## config.mk

```make
export PLATFORM = sky130hd
export DESIGN_NAME = display_scan
export DESIGN_NICKNAME = d
export VERILOG_FILES = /design/src/rtl/display_pkg.sv /design/src/rtl/bin_to_bcd60.sv /design/src/rtl/display_scan.sv
export SDC_FILE = /design/constraint.sdc
export NUM_CORES = 1
export LEC_CHECK = 0
export BUFFER_PORTS_ARGS = -buffer_cell sky130_fd_sc_hd__buf_4
export CORE_MARGIN = 4
export CORE_UTILIZATION = 59
export DETAILED_ROUTE_END_ITERATION = 16
export MAX_ROUTING_LAYER = met4
export PLACE_DENSITY_LB_ADDON = 0.12
export SYNTH_ARGS = -nofsm -noshare
export SYNTH_HDL_FRONTEND = slang
export SYNTH_SLANG_ARGS = --single-unit
export TNS_END_PERCENT = 50
```

## constraint.sdc

```tcl
create_clock -name clk -period 4.75 [get_ports clk]
set_input_delay 0.95 -clock clk [delete_from_list [all_inputs] [get_ports clk]]
set_output_delay 0.95 -clock clk [all_outputs]
set_load 0.05 [all_outputs]
```

## src/rtl/display_pkg.sv

```systemverilog
// Shared constants for the chess-clock display: seven-segment font,
// player codes and the digit-slot numbering used by the scan index.
package display_pkg;

  // Active-low segment patterns, bit order {g,f,e,d,c,b,a}
  localparam logic [6:0] SEG_0     = 7'b1000000;
  localparam logic [6:0] SEG_1     = 7'b1111001;
  localparam logic [6:0] SEG_2     = 7'b0100100;
  localparam logic [6:0] SEG_3     = 7'b0110000;
  localparam logic [6:0] SEG_4     = 7'b0011001;
  localparam logic [6:0] SEG_5     = 7'b0010010;
  localparam logic [6:0] SEG_6     = 7'b0000010;
  localparam logic [6:0] SEG_7     = 7'b1111000;
  localparam logic [6:0] SEG_8     = 7'b0000000;
  localparam logic [6:0] SEG_9     = 7'b0010000;
  localparam logic [6:0] SEG_DASH  = 7'b0111111;
  localparam logic [6:0] SEG_BLANK = 7'b1111111;

  localparam logic [1:0] PLAYER_1 = 2'b01;
  localparam logic [1:0] PLAYER_2 = 2'b10;

  // Slot number equals the anode bit that the slot drives low
  localparam logic [2:0] SLOT_M1_TENS  = 3'd7;
  localparam logic [2:0] SLOT_M1_UNITS = 3'd6;
  localparam logic [2:0] SLOT_S1_TENS  = 3'd5;
  localparam logic [2:0] SLOT_S1_UNITS = 3'd4;
  localparam logic [2:0] SLOT_M2_TENS  = 3'd3;
  localparam logic [2:0] SLOT_M2_UNITS = 3'd2;
  localparam logic [2:0] SLOT_S2_TENS  = 3'd1;
  localparam logic [2:0] SLOT_S2_UNITS = 3'd0;

  function automatic logic [6:0] seg_font(input logic [3:0] digit);
    logic [6:0] pattern;
    pattern = SEG_BLANK;
    case (digit)
      4'd0: pattern = SEG_0;
      4'd1: pattern = SEG_1;
      4'd2: pattern = SEG_2;
      4'd3: pattern = SEG_3;
      4'd4: pattern = SEG_4;
      4'd5: pattern = SEG_5;
      4'd6: pattern = SEG_6;
      4'd7: pattern = SEG_7;
      4'd8: pattern = SEG_8;
      4'd9: pattern = SEG_9;
      default: pattern = SEG_BLANK;
    endcase
    return pattern;
  endfunction

endpackage

```

## src/rtl/bin_to_bcd60.sv

```systemverilog
// Combinational split of a 0..59 binary value into decimal tens/units;
// valid_o drops for values above 59.
module bin_to_bcd60 (
  input  logic [5:0] bin_i,
  output logic [3:0] tens_o,
  output logic [3:0] units_o,
  output logic       valid_o
);

  always_comb begin
    valid_o = (bin_i <= 6'd59);
    if      (bin_i >= 6'd50) tens_o = 4'd5;
    else if (bin_i >= 6'd40) tens_o = 4'd4;
    else if (bin_i >= 6'd30) tens_o = 4'd3;
    else if (bin_i >= 6'd20) tens_o = 4'd2;
    else if (bin_i >= 6'd10) tens_o = 4'd1;
    else                     tens_o = 4'd0;
    // Remainder is below 10, so nibble-wide modular subtraction is exact
    units_o = bin_i[3:0] - tens_o * 4'd10;
  end

endmodule

```

## src/rtl/display_scan.sv

```systemverilog
// Eight-digit MM.SS | MM.SS scanner for the chess clock: frame-coherent
// snapshot, active-player marker and blinking of an expired player's time.
module display_scan
  import display_pkg::*;
#(
  parameter int REFRESH_DIV = 100000,
  parameter int BLINK_DIV   = 25000000
) (
  input  logic       clk,
  input  logic       reset,
  input  logic [5:0] min1,
  input  logic [5:0] sec1,
  input  logic [5:0] min2,
  input  logic [5:0] sec2,
  input  logic [1:0] player,
  output logic [7:0] an,
  output logic [6:0] seg,
  output logic       dp
);

  localparam int PW = (REFRESH_DIV > 1) ? $clog2(REFRESH_DIV) : 1;
  localparam int BW = (BLINK_DIV > 1) ? $clog2(BLINK_DIV) : 1;
  localparam logic [PW-1:0] PCNT_LAST = PW'(REFRESH_DIV - 1);
  localparam logic [BW-1:0] BCNT_LAST = BW'(BLINK_DIV - 1);

  logic [PW-1:0] pcnt_q, pcnt_d;
  logic [BW-1:0] bcnt_q, bcnt_d;
  logic [2:0]    idx_q, idx_d;
  logic          phase_q, phase_d;
  logic          pcnt_wrap, bcnt_wrap, frame_wrap;

  // Snapshot fields: [3]=min1 [2]=sec1 [1]=min2 [0]=sec2, so idx[2:1] selects the field
  logic [5:0]    snap_q [4];
  logic [1:0]    player_q;

  logic [3:0]    tens_w  [4];
  logic [3:0]    units_w [4];
  logic          valid_w [4];

  logic [7:0]    an_q, an_d;
  logic [6:0]    seg_q, seg_d;
  logic          dp_q, dp_d;

  logic [1:0]    fld;
  logic [3:0]    digit;
  logic          exp1, exp2, blank_slot;

  genvar gi;
  generate
    for (gi = 0; gi < 4; gi++) begin : g_bcd
      bin_to_bcd60 u_bcd (
        .bin_i   (snap_q[gi]),
        .tens_o  (tens_w[gi]),
        .units_o (units_w[gi]),
        .valid_o (valid_w[gi])
      );
    end
  endgenerate

  always_comb begin
    pcnt_wrap  = (pcnt_q == PCNT_LAST);
    bcnt_wrap  = (bcnt_q == BCNT_LAST);
    frame_wrap = pcnt_wrap && (idx_q == SLOT_S2_UNITS);
    pcnt_d     = pcnt_wrap ? '0 : pcnt_q + 1'b1;
    bcnt_d     = bcnt_wrap ? '0 : bcnt_q + 1'b1;
    idx_d      = pcnt_wrap ? idx_q - 3'd1 : idx_q;
    phase_d    = bcnt_wrap ? ~phase_q : phase_q;
  end

  always_comb begin
    fld   = idx_q[2:1];
    digit = idx_q[0] ? tens_w[fld] : units_w[fld];
    seg_d = valid_w[fld] ? seg_font(digit) : SEG_DASH;

    dp_d = 1'b1;
    if (idx_q == SLOT_M1_UNITS || idx_q == SLOT_M2_UNITS)
      dp_d = 1'b0;
    if (idx_q == SLOT_S1_UNITS && player_q == PLAYER_1)
      dp_d = 1'b0;
    if (idx_q == SLOT_S2_UNITS && player_q == PLAYER_2)
      dp_d = 1'b0;

    exp1       = (snap_q[3] == 6'd0) && (snap_q[2] == 6'd0);
    exp2       = (snap_q[1] == 6'd0) && (snap_q[0] == 6'd0);
    blank_slot = !phase_q && (idx_q[2] ? exp1 : exp2);
    an_d       = blank_slot ? 8'hFF : ~(8'd1 << idx_q);
  end

  always_ff @(posedge clk) begin
    if (reset) begin
      pcnt_q   <= '0;
      bcnt_q   <= '0;
      idx_q    <= 3'd7;
      phase_q  <= 1'b1;
      an_q     <= 8'hFF;
      seg_q    <= SEG_BLANK;
      dp_q     <= 1'b1;
    end else begin
      pcnt_q   <= pcnt_d;
      bcnt_q   <= bcnt_d;
      idx_q    <= idx_d;
      phase_q  <= phase_d;
      an_q     <= an_d;
      seg_q    <= seg_d;
      dp_q     <= dp_d;
    end
    // New values only enter at frame boundaries so a frame never mixes two times
    if (reset || frame_wrap) begin
      snap_q[3] <= min1;
      snap_q[2] <= sec1;
      snap_q[1] <= min2;
      snap_q[0] <= sec2;
      player_q  <= player;
    end
  end

  assign an  = an_q;
  assign seg = seg_q;
  assign dp  = dp_q;

endmodule

```

==> metrics.txt <==
Syn Std Cell Area=4570 um^2; RR Startpoint=snap_q[2][2]; RSZ-0062 raised after global routing=false; GPL Wtd Cong=0.896; design area=5090 um^2; chip height=96.0 um; # fillers=569; # Post-CTS Setup Buffers=0; final net count=562; Clock transition at path regs=80 ps; Max transition margin=37.2%; sequential area share after synthesis=44.2%; Total Wirelength=8450 um; share of cells above drive strength 1=14.6%; Hold Violations, Final=0; CP Launch Type=flop; IO Pins=44; # DRC=0; Hold Slack=470 ps; max cap viols=0; EDFF count, synth=26; WS Path Type=flop to flop; Via density=5.50; Layout Area Growth over Synthesis=11.4%; actual slew at the worst max-slew pin=942 ps; clock sink total=88; cts bufs inserted=9; IO Port Bufs=43; cts hold-fix bufs=0; first-pass GRT wire length=14400 um; Wirelength per Cell=13.6 um; worst hold path type=flop to flop; Hold Crit Start=bcnt_q[0]; setup TNS=0 ps; CP Max Fanout=9; placed wire-length estimate=6190 um; Main synth FF type=dfxtp_1; Clock Path Buffers=2; dpl cell area=4900 um^2; Diodes inserted=0; Vias=3407; max-slew violation count=0; Final min period=3450 ps; Tot GR Track Use=20.8%; antenna viol nets, final=0; PD cells=290 nW/um^2; Die Span X=96.0 um; vias in the first global route=3103; Syn Inst Count=486; GRT Residual Overflow=0; H-tree Lvls=3; Max VDD drop=0.206 mV; final worst-path cycle share=72.7%; site row count=31; largest net degree at the start of global routing=27; library cells used by synthesis=67; Synth async-reset ratio=0%; skew final=14.1 ps; Fmax achieved=0.290 GHz; clk_lat worst skew=360 ps; Setup-failing EPs final=0; Core Box Area=7410 um^2; die area=9220 um^2; most frequent cells in the layout=nor2_1 (75), dfxtp_1 (62), nand2_1 (44), buf_4 (44), edfxtp_1 (26); Worst Setup SP=snap_q[2][2]; critical path arrival=3700 ps; synthesized area per cell=9.40 um^2; Worst EP required=5000 ps; initial antenna violation count=0; cts repair resizes=0; CTS root buf=clkbuf_8; synthesis-stage register bit count=88; starting density of the core=61.7%; Pleak=1.95 nW; most common cell after layout, fill and taps aside=nor2_1; Pre-Repair DR Iteration Count=4; CP Capture Type=flop; CTS tree=built; status=finished clean; 1st-iter DRT viols=167; Synthesized Nets=532; Ys Warns=0
==> Yosys cell counts, drive strengths merged, types with 3 or more instances <==
cell,number,area share [%]
xor2,24,4.6
edfxtp,26,17
and3,13,1.8
nor4,5,0.68
nand4,7,0.96
a211o,3,0.57
nor2,76,6.3
nor2b,7,1.0
dfxtp,62,27
o21ai,14,1.5
inv,21,1.7
a211oi,6,0.99
a21oi,4,0.44
buf,16,2.1
ha,14,3.8
or3b,3,0.57
nand2,44,3.6
mux4,3,1.5
o21a,4,0.66
a221o,3,0.66
nor3,11,1.5
a21o,4,0.66
fa,4,1.8
o22ai,3,0.41
o211ai,7,1.5
clkbuf,9,0.77
nor3b,8,1.5
nand3,24,2.6
xnor2,21,4.0
nor4b,5,0.96
==> power by group <==
part	switching (mW)	total, mW	internal (mW)
logic	0.0880	0.163	0.0748
clock network	0.261	0.486	0.225
registers	0.0281	0.825	0.797
total	0.377	1.47	1.10
==> kinds of logic (layout without fill, tap and decap cells) <==
family / count (synthesis) / in the layout / share of synthesized area (%)
AOI/OAI and AO/OA: 68 / 68 / 11.5
DFF: 88 / 88 / 44.2
xor gates and xnor gates: 45 / 45 / 8.62
muxes: 4 / 4 / 1.72
adders and majority gates: 18 / 18 / 5.58
and+or+nand+nor: 216 / 216 / 23.6
buffers and inverters: 47 / 82 / 4.71
==> area by class of cell <==
cell class / instances / area (um^2) / area share (%)
Sequential cell: 88 / 2020 / 39.7
Multi-Input combinational cell: 351 / 2340 / 46.0
Clock inverter: 5 / 38.8 / 0.762
Tap cell: 99 / 124 / 2.43
Timing Repair Buffer: 44 / 330 / 6.49
Clock buffer: 11 / 153 / 3.00
Inverter: 22 / 82.6 / 1.62
==> critical path, stage by stage (launching register included) <==
cell and delay, ps:
edfxtp_1 530, nor2_1 130, o211a_1 220, a211oi_1 290
ha_1 200, inv_1 50, fa_1 380, and3_1 190
and3_1 170, nor4b_1 340, o311a_1 440, nor2_2 80
a221o_1 320
==> metrics by stage <==
stage / util (%) / std cells / setup slack (ps) / total power, mW
2_1_floorplan: - / 486 / 1380 / 0.957
3_3_place_gp: 66.1 / 604 / 1420 / 1.00
3_5_place_dp: 66.1 / 604 / 1370 / 1.00
4_1_cts: 68.7 / 620 / 1340 / 1.49
5_1_grt: 68.7 / 620 / 1120 / 1.55
6_report: 68.7 / 620 / 1300 / 1.47
==> registers in the layout (all words and copies together) (netlist names) <==
register / flops
player_q: 2
bcnt_q: 25
dp: 1
snap_q: 24
an: 8
pcnt_q: 17
idx_q: 3
seg: 7
phase_q: 1
==> layer usage <==
layer	up-vias	track usage [%]	share of wire (%)
met5	-	-	0
met4	0	6.40	0.85
met3	7	5.16	5.5
met2	86	30.5	45
met1	1552	28.3	49
li1	1762	-	-
==> final timing paths <==
kind         depth (start not counted)  slack [ps]   endpoint
max                                 12        1300     seg[0]
min reg2reg                          1         470  bcnt_q[0]
max reg2reg                         12        1300     seg[0]
min                                  1         470  bcnt_q[0]
(Power assumes the default switching activity.)
